[config.mk]
export PLATFORM = sky130hd
export DESIGN_NAME = wb_queue_flat
export DESIGN_NICKNAME = d
export VERILOG_FILES = /design/src/rtl/proc_pkg.sv /design/src/rtl/wb_queue_if.sv /design/src/rtl/wb_fwd_match.sv /design/src/rtl/wb_queue.sv /design/src/flat_wrapper.sv
export SDC_FILE = /design/constraint.sdc
export NUM_CORES = 1
export LEC_CHECK = 0
export CAP_MARGIN = 20
export CORE_MARGIN = 2
export CORE_UTILIZATION = 60
export CTS_CLUSTER_DIAMETER = 40
export DETAILED_ROUTE_END_ITERATION = 6
export PLACE_DENSITY = 0.84
export RECOVER_POWER = 25
export SLEW_MARGIN = 5
export SYNTH_ARGS = -nofsm -noshare
export SYNTH_HDL_FRONTEND = slang
export SYNTH_SLANG_ARGS = --single-unit
[constraint.sdc]
create_clock -name clk -period 7.3 [get_ports clk]
set_input_delay 0.73 -clock clk [delete_from_list [all_inputs] [get_ports clk]]
set_output_delay 0.73 -clock clk [all_outputs]
set_load 0.05 [all_outputs]
[src/rtl/proc_pkg.sv]
// proc_pkg: processor-wide widths and the write-back entry type
package proc_pkg;
   localparam int ARCH_BITS = 32;
   localparam int REG_ADDR_BITS = 5;
   typedef struct packed {
      logic [REG_ADDR_BITS-1:0] dst;
      logic [ARCH_BITS-1:0] data;
   } entry_t;
endpackage

[src/rtl/wb_queue_if.sv]
// wb_queue_if: producer handshakes, register-file write port and forwarding lookups of the write-back queue
interface wb_queue_if;
   import proc_pkg::*;
   logic mem_valid, mem_ready;
   logic [REG_ADDR_BITS-1:0] mem_dst;
   logic [ARCH_BITS-1:0] mem_data;
   logic alu_valid, alu_ready;
   logic [REG_ADDR_BITS-1:0] alu_dst;
   logic [ARCH_BITS-1:0] alu_data;
   logic rf_we;
   logic [REG_ADDR_BITS-1:0] rf_dst;
   logic [ARCH_BITS-1:0] rf_wdata;
   logic [REG_ADDR_BITS-1:0] q1_src, q2_src;
   logic q1_hit, q2_hit;
   logic [ARCH_BITS-1:0] q1_data, q2_data;
   modport slave(
      input mem_valid, mem_dst, mem_data, alu_valid, alu_dst, alu_data, q1_src, q2_src,
      output mem_ready, alu_ready, rf_we, rf_dst, rf_wdata, q1_hit, q2_hit, q1_data, q2_data
   );
   modport master(
      output mem_valid, mem_dst, mem_data, alu_valid, alu_dst, alu_data, q1_src, q2_src,
      input mem_ready, alu_ready, rf_we, rf_dst, rf_wdata, q1_hit, q2_hit, q1_data, q2_data
   );
endinterface

[src/rtl/wb_fwd_match.sv]
// wb_fwd_match: youngest queued entry whose destination matches the query register
module wb_fwd_match
   import proc_pkg::*;
#(
   parameter int DEPTH = 4,
   localparam int PW = $clog2(DEPTH)
) (
   input  entry_t ents [DEPTH],
   input  logic [PW-1:0] head,
   input  logic [PW:0] count,
   input  logic [REG_ADDR_BITS-1:0] src,
   output logic hit,
   output logic [ARCH_BITS-1:0] data
);
   // walk oldest to youngest so the last match found is the youngest one
   always_comb begin
      hit = 1'b0;
      data = '0;
      for (int i = 0; i < DEPTH; i++)
         if ((PW+1)'(i) < count && ents[head + PW'(i)].dst == src) begin
            hit = 1'b1;
            data = ents[head + PW'(i)].data;
         end
   end
endmodule

[src/rtl/wb_queue.sv]
// wb_queue: in-order write-back FIFO feeding the register-file write port, with two forwarding lookups
module wb_queue
   import proc_pkg::*;
#(
   parameter int DEPTH = 4
) (
   input logic clk,
   input logic rst,
   wb_queue_if.slave bus
);
   localparam int PW = $clog2(DEPTH);
   entry_t ents [DEPTH];
   logic [PW-1:0] head, tail;
   logic [PW:0] count, free;
   logic busy, mem_acc, alu_acc;
   assign busy = count != '0;
   assign free = (PW+1)'(DEPTH) - count + (PW+1)'(busy);
   assign bus.mem_ready = !rst && free != '0;
   assign bus.alu_ready = !rst && (free >= (PW+1)'(2) || (free == (PW+1)'(1) && !bus.mem_valid));
   assign mem_acc = bus.mem_valid && bus.mem_ready;
   assign alu_acc = bus.alu_valid && bus.alu_ready;
   assign bus.rf_we = busy && !rst;
   assign bus.rf_dst = bus.rf_we ? ents[head].dst : '0;
   assign bus.rf_wdata = bus.rf_we ? ents[head].data : '0;
   // pointers and occupancy: pop the head whenever non-empty, advance tail by accepted entries
   always_ff @(posedge clk) begin
      if (rst) begin
         head <= '0;
         tail <= '0;
         count <= '0;
      end else begin
         head <= head + PW'(busy);
         tail <= tail + PW'(mem_acc) + PW'(alu_acc);
         count <= count + (PW+1)'(mem_acc) + (PW+1)'(alu_acc) - (PW+1)'(busy);
      end
   end
   // mem is the older instruction, so it lands before the alu entry
   always_ff @(posedge clk) begin
      if (mem_acc) ents[tail] <= '{dst: bus.mem_dst, data: bus.mem_data};
      if (alu_acc) ents[tail + PW'(mem_acc)] <= '{dst: bus.alu_dst, data: bus.alu_data};
   end
   wb_fwd_match #(.DEPTH(DEPTH)) u_fwd1 (
      .ents(ents), .head(head), .count(count), .src(bus.q1_src), .hit(bus.q1_hit), .data(bus.q1_data)
   );
   wb_fwd_match #(.DEPTH(DEPTH)) u_fwd2 (
      .ents(ents), .head(head), .count(count), .src(bus.q2_src), .hit(bus.q2_hit), .data(bus.q2_data)
   );
endmodule

[src/flat_wrapper.sv]
// flat-port wrapper written by rule: the top's interface ports become plain ports
module wb_queue_flat import proc_pkg::*;
#(
   parameter int DEPTH = 4
)
  (clk, rst, bus_mem_valid, bus_mem_dst, bus_mem_data, bus_alu_valid, bus_alu_dst, bus_alu_data, bus_q1_src, bus_q2_src, bus_mem_ready, bus_alu_ready, bus_rf_we, bus_rf_dst, bus_rf_wdata, bus_q1_hit, bus_q2_hit, bus_q1_data, bus_q2_data);
  wb_queue_if bus_i ();
  input logic clk;
  input logic rst;
  input wire logic [$bits(bus_i.mem_valid)-1:0] bus_mem_valid;
  input wire logic [$bits(bus_i.mem_dst)-1:0] bus_mem_dst;
  input wire logic [$bits(bus_i.mem_data)-1:0] bus_mem_data;
  input wire logic [$bits(bus_i.alu_valid)-1:0] bus_alu_valid;
  input wire logic [$bits(bus_i.alu_dst)-1:0] bus_alu_dst;
  input wire logic [$bits(bus_i.alu_data)-1:0] bus_alu_data;
  input wire logic [$bits(bus_i.q1_src)-1:0] bus_q1_src;
  input wire logic [$bits(bus_i.q2_src)-1:0] bus_q2_src;
  output wire logic [$bits(bus_i.mem_ready)-1:0] bus_mem_ready;
  output wire logic [$bits(bus_i.alu_ready)-1:0] bus_alu_ready;
  output wire logic [$bits(bus_i.rf_we)-1:0] bus_rf_we;
  output wire logic [$bits(bus_i.rf_dst)-1:0] bus_rf_dst;
  output wire logic [$bits(bus_i.rf_wdata)-1:0] bus_rf_wdata;
  output wire logic [$bits(bus_i.q1_hit)-1:0] bus_q1_hit;
  output wire logic [$bits(bus_i.q2_hit)-1:0] bus_q2_hit;
  output wire logic [$bits(bus_i.q1_data)-1:0] bus_q1_data;
  output wire logic [$bits(bus_i.q2_data)-1:0] bus_q2_data;
  assign bus_i.mem_valid = bus_mem_valid;
  assign bus_i.mem_dst = bus_mem_dst;
  assign bus_i.mem_data = bus_mem_data;
  assign bus_i.alu_valid = bus_alu_valid;
  assign bus_i.alu_dst = bus_alu_dst;
  assign bus_i.alu_data = bus_alu_data;
  assign bus_i.q1_src = bus_q1_src;
  assign bus_i.q2_src = bus_q2_src;
  assign bus_mem_ready = bus_i.mem_ready;
  assign bus_alu_ready = bus_i.alu_ready;
  assign bus_rf_we = bus_i.rf_we;
  assign bus_rf_dst = bus_i.rf_dst;
  assign bus_rf_wdata = bus_i.rf_wdata;
  assign bus_q1_hit = bus_i.q1_hit;
  assign bus_q2_hit = bus_i.q2_hit;
  assign bus_q1_data = bus_i.q1_data;
  assign bus_q2_data = bus_i.q2_data;
  wb_queue #(.DEPTH(DEPTH)) u_core (.clk(clk), .rst(rst), .bus(bus_i));
endmodule
**Yosys cells after proc, flatten, opt, wreduce, memory -nomap -nowiden**

Cells that the tools add are included.

- Flip-flop bits (word level): 155
- Output and inout port bits: 106
- Logic and storage cells: 109

- $add $sub $neg: 11
- Magnitude comparators: 13
- Equal/unequal tests: 9
- Multiplexer cells: 38
- Bitwise operators: 6
- Reductions and logical operators: 21

Operators with widths:

| cell | number |
|---|---|
| 2-to-1 mux 37 bit | 10 |
| binary-select mux 37 bit (select 2 bit) | 4 |
| bitwise mux 148 bit | 2 |
| 2-to-1 mux 148 bit | 2 |
| 2-to-1 mux 32 bit | 9 |
| demux 37 bit (select 2 bit) | 2 |
| == test 5 bit | 8 |
| >= comparator 3 bit, second input constant | 6 |
| inverter 2 -> 3 bit | 6 |
| logical AND 1 bit | 16 |
| adder 3 x 1 -> 3 bit | 3 |
| 2-to-1 mux 1 bit | 8 |
| adder 2 x 1 -> 2 bit | 3 |
| less-than comparator 1 x 3 -> 1 bit, first input constant | 2 |
| less-than comparator 2 x 3 -> 1 bit, first input constant | 2 |
| less-than comparator 3 x 1 -> 1 bit, second input constant | 2 |
| nonzero test 3 bit | 2 |
| 2-to-1 mux 5 bit | 1 |
| adder 2 bit, second input constant | 2 |
| == test 3 x 1 -> 1 bit, second input constant | 1 |
| >= comparator 3 x 2 -> 1 bit, second input constant | 1 |
| subtractor 3 x 1 -> 3 bit | 1 |
| subtractor 3 bit, first input constant | 1 |
| adder 2 x 1 -> 2 bit, second input constant | 1 |
| 2 further kinds | 3 |

**Depth between registers and ports, before layout**

Gate-level depths: netlist of the first run.

- Depth after elaboration: 13
- Mapped depth: 14
- Depth with buffers taken out: 14

**Hierarchy**

A second synthesis of the first run with hierarchy kept.

- Cells, all modules: 2378
- Area total of the unflattened synthesis: 19159.6 µm²

Modules (own cells, without submodules):

| module | instances | cells each | area each (µm²) | seq. area each (µm²) |
|---|---|---|---|---|
| wb_fwd_match | 2 | 665 | 5072.4 | 0.0 |
| wb_queue | 1 | 1048 | 9014.9 | 3103.0 |

**Worst setup path after synthesis of the first run**

Ideal clock, no wire load.

- Kind: register to output
- Start point: register u_core.head[0]
- End point: output bus_q1_data[10]
- Data arrival time: 3.248 ns
- Setup slack: 3.322 ns
- Stages on the path, launching flop included: 11
- Path through: dfxtp_1 buf_6 buf_12 buf_12 mux4_1 xnor2_1 nand4_1 clkbuf_1 nor3_1 mux2i_1 o21ai_0

- Cells in the longest elaborated chain, start to end: 10

Ends and longest elaborated chain:

| what | line | source |
|---|---|---|
| start, declared | wb_queue.sv:13 | `logic [PW-1:0] head, tail;` |
| start signal, assigned | wb_queue.sv:32 | `head <= head + PW'(busy);` |
| adder 2 x 1 -> 2 bit or inverter 2 -> 3 bit (tied branches) | wb_fwd_match.sv:20, wb_fwd_match.sv:22 |  |
| inverter 2 -> 3 bit (implied by the code) or binary-select mux 37 bit (select 2 bit) (tied branches) | wb_fwd_match.sv:20, wb_fwd_match.sv:22 |  |
| binary-select mux 37 bit (select 2 bit) or 2-to-1 mux 37 bit (tied branches) | wb_fwd_match.sv:20, wb_fwd_match.sv:22 |  |
| 2-to-1 mux 37 bit, on equally long branches | wb_fwd_match.sv:22, wb_fwd_match.sv:20 |  |
| 2-to-1 mux 37 bit (implied by the code) or == test 5 bit (tied branches) | wb_fwd_match.sv:22, wb_fwd_match.sv:20 |  |
| == test 5 bit or logical AND 1 bit (tied branches) | wb_fwd_match.sv:20 | `if ((PW+1)'(i) < count && ents[head + PW'(i)].dst == src) begin` |
| logical AND 1 bit or 2-to-1 mux 32 bit (tied branches) | wb_fwd_match.sv:20 |  |
| 2-to-1 mux 32 bit (2 in series) | wb_fwd_match.sv:20 |  |
| 2-to-1 mux 32 bit (*) | wb_fwd_match.sv:20 |  |
| end, declared | flat_wrapper.sv:25 | `output wire logic [$bits(bus_i.q1_data)-1:0] bus_q1_data;` |

Every way passes the cells marked *; elsewhere a longest branch is shown, timed or not. The select of a mux whose other input is x is not followed.

**Worst setup path after layout of the first run**

- Start point: register u_core.head[0]
- End point: output bus_q2_data[31]

- Cells in the longest elaborated chain, start to end: 10

Ends and longest elaborated chain:

| what | line | source |
|---|---|---|
| adder 2 x 1 -> 2 bit or inverter 2 -> 3 bit (tied branches) | wb_fwd_match.sv:20, wb_fwd_match.sv:22 |  |
| inverter 2 -> 3 bit (implied by the code) or binary-select mux 37 bit (select 2 bit) (tied branches) | wb_fwd_match.sv:20, wb_fwd_match.sv:22 |  |
| binary-select mux 37 bit (select 2 bit) or 2-to-1 mux 37 bit (tied branches) | wb_fwd_match.sv:20, wb_fwd_match.sv:22 |  |
| 2-to-1 mux 37 bit, on equally long branches | wb_fwd_match.sv:22, wb_fwd_match.sv:20 |  |
| 2-to-1 mux 37 bit (implied by the code) or == test 5 bit (tied branches) | wb_fwd_match.sv:22, wb_fwd_match.sv:20 |  |
| == test 5 bit or logical AND 1 bit (tied branches) | wb_fwd_match.sv:20 |  |
| logical AND 1 bit or 2-to-1 mux 32 bit (tied branches) | wb_fwd_match.sv:20 |  |
| 2-to-1 mux 32 bit (2 in series) | wb_fwd_match.sv:20 |  |
| 2-to-1 mux 32 bit (*) | wb_fwd_match.sv:20 |  |
| end, declared | flat_wrapper.sv:26 | `output wire logic [$bits(bus_i.q2_data)-1:0] bus_q2_data;` |

Marks and branches as above.

==> results of run 1 <==
final cells by class:
type	count	area, um2
fillers	1630	5709
inverters	25	96.34
well taps	275	344.1
clock inverters	12	117.6
flip-flops and latches	155	3107
clock buffers	20	456.7
multi-input cells	1251	8992
repair buffers	219	2132
registers in the layout, summed over array words and instances, names as in the netlist:
name and count:
u_core.head 2, u_core.tail 2, u_core.ents 148, u_core.count 3
path summary, 6_finish.rpt:
check,startpoint,cells past startpoint,slack (ns),to
worst max-delay path,u_core.head[0],7,1.08,bus_q2_data[31]
worst min-delay path,u_core.ents[138],2,0.56,u_core.ents[138]
worst max register to register,u_core.count[2],13,2.07,u_core.ents[90]
worst min register to register,u_core.ents[138],2,0.56,u_core.ents[138]
stage by stage:
stage / hold slack [ns] / cell area (um2) / std cells / util
2_1_floorplan: 0.5107 / 12790 / 1573 / -
3_3_place_gp: 0.5293 / 14670 / 1923 / 0.7002
3_5_place_dp: 0.5422 / 14670 / 1923 / 0.7002
4_1_cts: 0.5529 / 15250 / 1955 / 0.7276
5_1_grt: 0.5783 / 15250 / 1957 / 0.7276
6_report: 0.5565 / 15250 / 1957 / 0.7276
cells in the mapped netlist (8+ instances only):
| cell type | instances | area [um2] |
|---|---|---|
| nand2_1 | 200 | 750.7 |
| mux2i_1 | 260 | 2603 |
| a21oi_1 | 62 | 310.3 |
| mux4_2 | 22 | 495.5 |
| nand3_1 | 34 | 170.2 |
| buf_1 | 16 | 60.06 |
| buf_6 | 8 | 90.09 |
| mux4_1 | 14 | 367.9 |
| o311ai_1 | 29 | 254.0 |
| xnor2_1 | 32 | 280.3 |
| mux2_2 | 82 | 923.4 |
| dfxtp_1 | 155 | 3103 |
| ha_1 | 8 | 100.1 |
| clkbuf_1 | 81 | 304.0 |
| buf_2 | 31 | 155.2 |
| xor2_1 | 14 | 122.6 |
| a22o_1 | 32 | 280.3 |
| o21ai_0 | 200 | 1001 |
| nor3_1 | 65 | 325.3 |
| inv_1 | 24 | 90.09 |
| nor2_1 | 153 | 574.3 |
power breakdown:
group / switching, mW / leakage, nW / internal [mW]
registers: 0.387 / 1.30 / 1.26
logic: 2.86 / 4.42 / 1.81
clock network: 0.393 / 0.269 / 0.490
metal layers:
metal  GRT usage  up-vias  wire length [um]
met1      0.4423     5977             15990
met2      0.5909      766             19160
met3     0.07439      180              4179
li1            -     5846                 -
met4      0.1948        0              1898
met5           0        -                 0
cells by family (layout without fill, tap and decap cells):
group / Yosys count / count (layout) / synth area share
flops: 155 / 155 / 0.2425
fa+ha+maj: 10 / 10 / 0.01095
simple gates: 479 / 479 / 0.1578
xor+xnor: 46 / 46 / 0.03149
buf+inv: 167 / 276 / 0.06004
compound gates: 338 / 338 / 0.1541
mux: 378 / 378 / 0.3430
worst min-delay path, cell delays in order (launching register included):
cell and delay [ns]:
dfxtp_1 0.32, mux2i_1 0.11, o21ai_0 0.08
==> results.cfg, run 1 <==
[power]
leakagePower_nw = 5.989
ir_drop_mv = 0.2892
total_power_mw = 7.201
power.density_nw_per_um2 = 472.3

[floorplan]
ios = 194
die_w_um = 150.0
core-area_um2 = 20960
fp.dieH_um = 150.0
dieArea_um2 = 22510
start_util = 0.6106
fp-row-count = 53

[setup_path]
end_kind = output pin
cp_cell_sequence = mux4_1 -> xor2_1 -> nor2_4 -> and2_2 -> o311ai_0 -> a22o_1 -> clkdlybuf4s50_1
crit_buf_inv = 1
critPathKind = reg -> out
cp_top_family = simple AND/OR/NAND/NOR gates
critPathArrivalTime_ns = 5.49
cp_slowest_cell = dfxtp_1
start_kind = flip-flop
crit_fanout = 33
slowest_delay_ns = 1.25
worstPathRequired_ns = 6.57

[timing]
tns_ns = 0
final.setup_skew_ns = 0.01117
rsz0062_at_grt = false
tightest_slew_ns = 2.705
setup_slack_ns = 1.077
fin_crit_sh = 0.8525
hold_viol = 0
layout_min_cycle_time_ns = 6.223
max-slew-margin-rel = -0.8031
timing.fmax_mhz = 160.7
slew_violations = 106
setup_viol = 0

[detailed_routing]
wl_mm = 41.23
first_pass_iters = 5
drtIter0Drc = 1193
drc = 0
wl_per_cell_um = 21.07
route.antenna.remaining_nets = 0
viasPerCell = 6.525
num_vias = 12769

[placed_design]
gp_congestion = 0.9047
dp_hpwl_mm = 25.83
pre_cts_ws_ns = 2.300
io_buffers = 193

[synthesis]
ys_seq_elements = 155
syn_area_um2 = 12790
async_flop_share = 0
synthesis.instances = 1573
syn_area_per_cell_um2 = 8.134
ys_warn_count = 0
syn_nets = 1671
ys.flop_type = dfxtp_1
yosysSeqAreaShare = 0.2425
synth_edf_count = 0
ys_types = 44

[run_status]
violations = max-capacitance violations, max-slew violations
status = complete, but fails checks

[grt]
grtUsageTotal = 0.3599
grt_pass1_wl_mm = 63.99
grt_max_degree = 92
globalRouteOverflowTotal = 0
antenna_found_initial = 0
grt_pass1_vias = 12456

[clock_tree]
numCtsBuffers = 17
holdBufCountCts = 0
clock_sinks = 155
cts_htree_levels = 4
clockRootBuffer = clkbuf_16
cts_resized = 0
clock_latency_ns = 0.44
path_clk_slew_ns = 0.07
cts_tree = done
clock_path_buffers = 2
postCtsSetupBuffers = 0

[cells_and_area]
drive_above_1_share = 0.1046
layout_commonest_cell = mux2i_1
area_growth_pct = 19.16
layout.nets = 1767
diodes = 0
final_cell_mix = mux2i_1, o21ai_0, nand2_1

[min_path]
min_path_type = reg -> reg

[job]
drv_cap = 4
Note: power is estimated with default switching activity, not from simulation.
==> inputs of run 2 (changes only) <==
Settings changed: SETUP_SLACK_MARGIN from default to 0.3.
==> results of run 2 <==
No change in the layout: final DEF, timing and power equal those of run 1.
==> inputs of run 3 (changes only) <==
Settings changed: MAX_ROUTING_LAYER from default to met4.
==> run 3 against run 2 <==
  * The run still ends with max-capacitance violations, max-slew violations left
  * Critical path type unchanged
  * Sequential power barely moved
  * Worst hold slack got worse by 0.0066 ns
  * Critical endpoint is now bus_q1_hit
  * Global-route usage rose by 2.0 points
  * Die area did not move
  * Non-clock buffer count did not move
  * Sequential share of layout area barely moved
  * Highest routed layer unchanged
==> results.cfg, run 3 (same netlist as run 1, synthesis figures left out) <==
[setup_path]
worst-r2r-setup-slack_ns = 2.03
worstPathRequired_ns = 6.57
endpoint = bus_q1_hit
r2r_cells = 13
critPathKind = reg -> out
end_kind = output pin
worstSetupStartpoint = u_core.head[0]
r2r-end = u_core.ents[74]
start_kind = flip-flop
r2r_start = u_core.count[2]
crit_fanout = 86
critPathArrivalTime_ns = 5.24

[placed_design]
dp_hpwl_mm = 26.88
dp.cells = 1924
placed_cell_area_um2 = 14700
gp_congestion = 0.9156
io_buffers = 193

[timing]
fin_crit_sh = 0.8182
rsz0062_at_grt = false
tightest_slew_ns = 2.522
setup_viol = 0
timing.fmax_mhz = 167.4
final.setup_skew_ns = 0.01655
max-slew-margin-rel = -0.6815
slew_violations = 103
holdWs_ns = 0.5499
layout_min_cycle_time_ns = 5.973
tns_ns = 0
hold_viol = 0

[floorplan]
dieArea_um2 = 22510
ios = 194
core-area_um2 = 20960
fp-row-count = 53
start_util = 0.6106
die_w_um = 150.0
fp.dieH_um = 150.0

[clock_tree]
cts_htree_levels = 4
numCtsBuffers = 17
clockRootBuffer = clkbuf_16
path_clk_slew_ns = 0.07
clock_path_buffers = 2
holdBufCountCts = 0
clock_latency_ns = 0.45
clock_sinks = 155
cts_resized = 0
postCtsSetupBuffers = 0
cts_tree = done

[detailed_routing]
viasPerCell = 6.656
drc = 0
wl_mm = 42.17
num_vias = 13033
route.antenna.remaining_nets = 0
drtIter0Drc = 1438
wl_per_cell_um = 21.54
first_pass_iters = 6

[power]
p_int_mw = 3.538
p_sw_frac = 0.5115
p_seq_frac = 0.229
ir_drop_mv = 0.2832
clockPowerShare = 0.123
leakagePower_nw = 6.004
p_switching_mw = 3.705
power.density_nw_per_um2 = 474.4
p_comb_frac = 0.648

[cells_and_area]
final_cell_mix = mux2i_1, o21ai_0, nand2_1
fillers = 1577
fin_area_um2 = 15270
largest_reg_flops = 148
reg_top3 = u_core.ents (148), u_core.count (3)
layout_commonest_cell = mux2i_1
final_cells = 1958
drive_above_1_share = 0.1058
area_growth_pct = 19.34
layout.nets = 1767
top_register = u_core.ents

[grt]
grt_max_degree = 87
grt_pass1_wl_mm = 65.45
grtUsageTotal = 0.3799
antenna_found_initial = 0
grt_pass1_vias = 12549
globalRouteOverflowTotal = 0

[job]
drv_cap = 4

[run_status]
status = complete, but fails checks
violations = max-capacitance violations, max-slew violations

[min_path]
min_path_type = reg -> reg
[run 3: stage by stage]
step | setup WS (ns) | total power [mW] | util
2_1_floorplan | 3.322 | 5.024 | -
4_1_cts | 1.483 | 7.134 | 0.7290
5_1_grt | 1.194 | 7.642 | 0.7286
6_report | 1.327 | 7.243 | 0.7287
3_3_place_gp | 2.042 | 6.069 | 0.7008
3_5_place_dp | 1.946 | 6.229 | 0.7013
[run 3: worst min path at each step]
stage	startpoint	to	slack, ns	cells after the start
CTS	u_core.ents[142]	u_core.ents[142]	0.55	2
finish	u_core.ents[142]	u_core.ents[142]	0.55	2
global placement	u_core.ents[137]	u_core.ents[137]	0.53	2
floorplan	u_core.ents[142]	u_core.ents[142]	0.51	2
detailed placement	u_core.ents[142]	u_core.ents[142]	0.54	2
global route	u_core.ents[131]	u_core.ents[131]	0.58	2
[run 3: cell type report]
class	instances	area [um2]	share of cell area
inverter	25	96.34	0.006309
sequential	155	3110	0.2037
multi-input combinational	1251	8992	0.5889
tap	275	344.1	0.02253
timing repair buffer	219	2145	0.1404
antenna	1	2.502	0.0001639
clock inverter	14	128.9	0.008440
clock buffer	18	450.4	0.02950
[run 3: per-layer routing]
layer | global-route usage | part of all wire
met5 | - | 0
met4 | 0.1825 | 0.050
met3 | 0.07927 | 0.11
met2 | 0.5895 | 0.45
met1 | 0.4726 | 0.39
[run 3: power groups by stage]
stage	clock [mW]	sequential, mW	combinational, mW
after floorplan	0	1.48	3.55
after global placement	0	1.60	4.47
after detailed placement	0	1.64	4.59
after CTS	0.890	1.63	4.61
after global routing	0.930	1.71	5.01
final	0.894	1.66	4.69
[run 3: worst max-delay path, stage by stage, from the launching register on]
cell and delay (ns):
dfxtp_4 0.66, buf_4 0.85, mux4_1 0.47, xor2_1 0.18, nor3_2 0.86, or2_1 0.32, buf_4 0.42, or3_1 0.18
clkdlybuf4s50_1 0.79
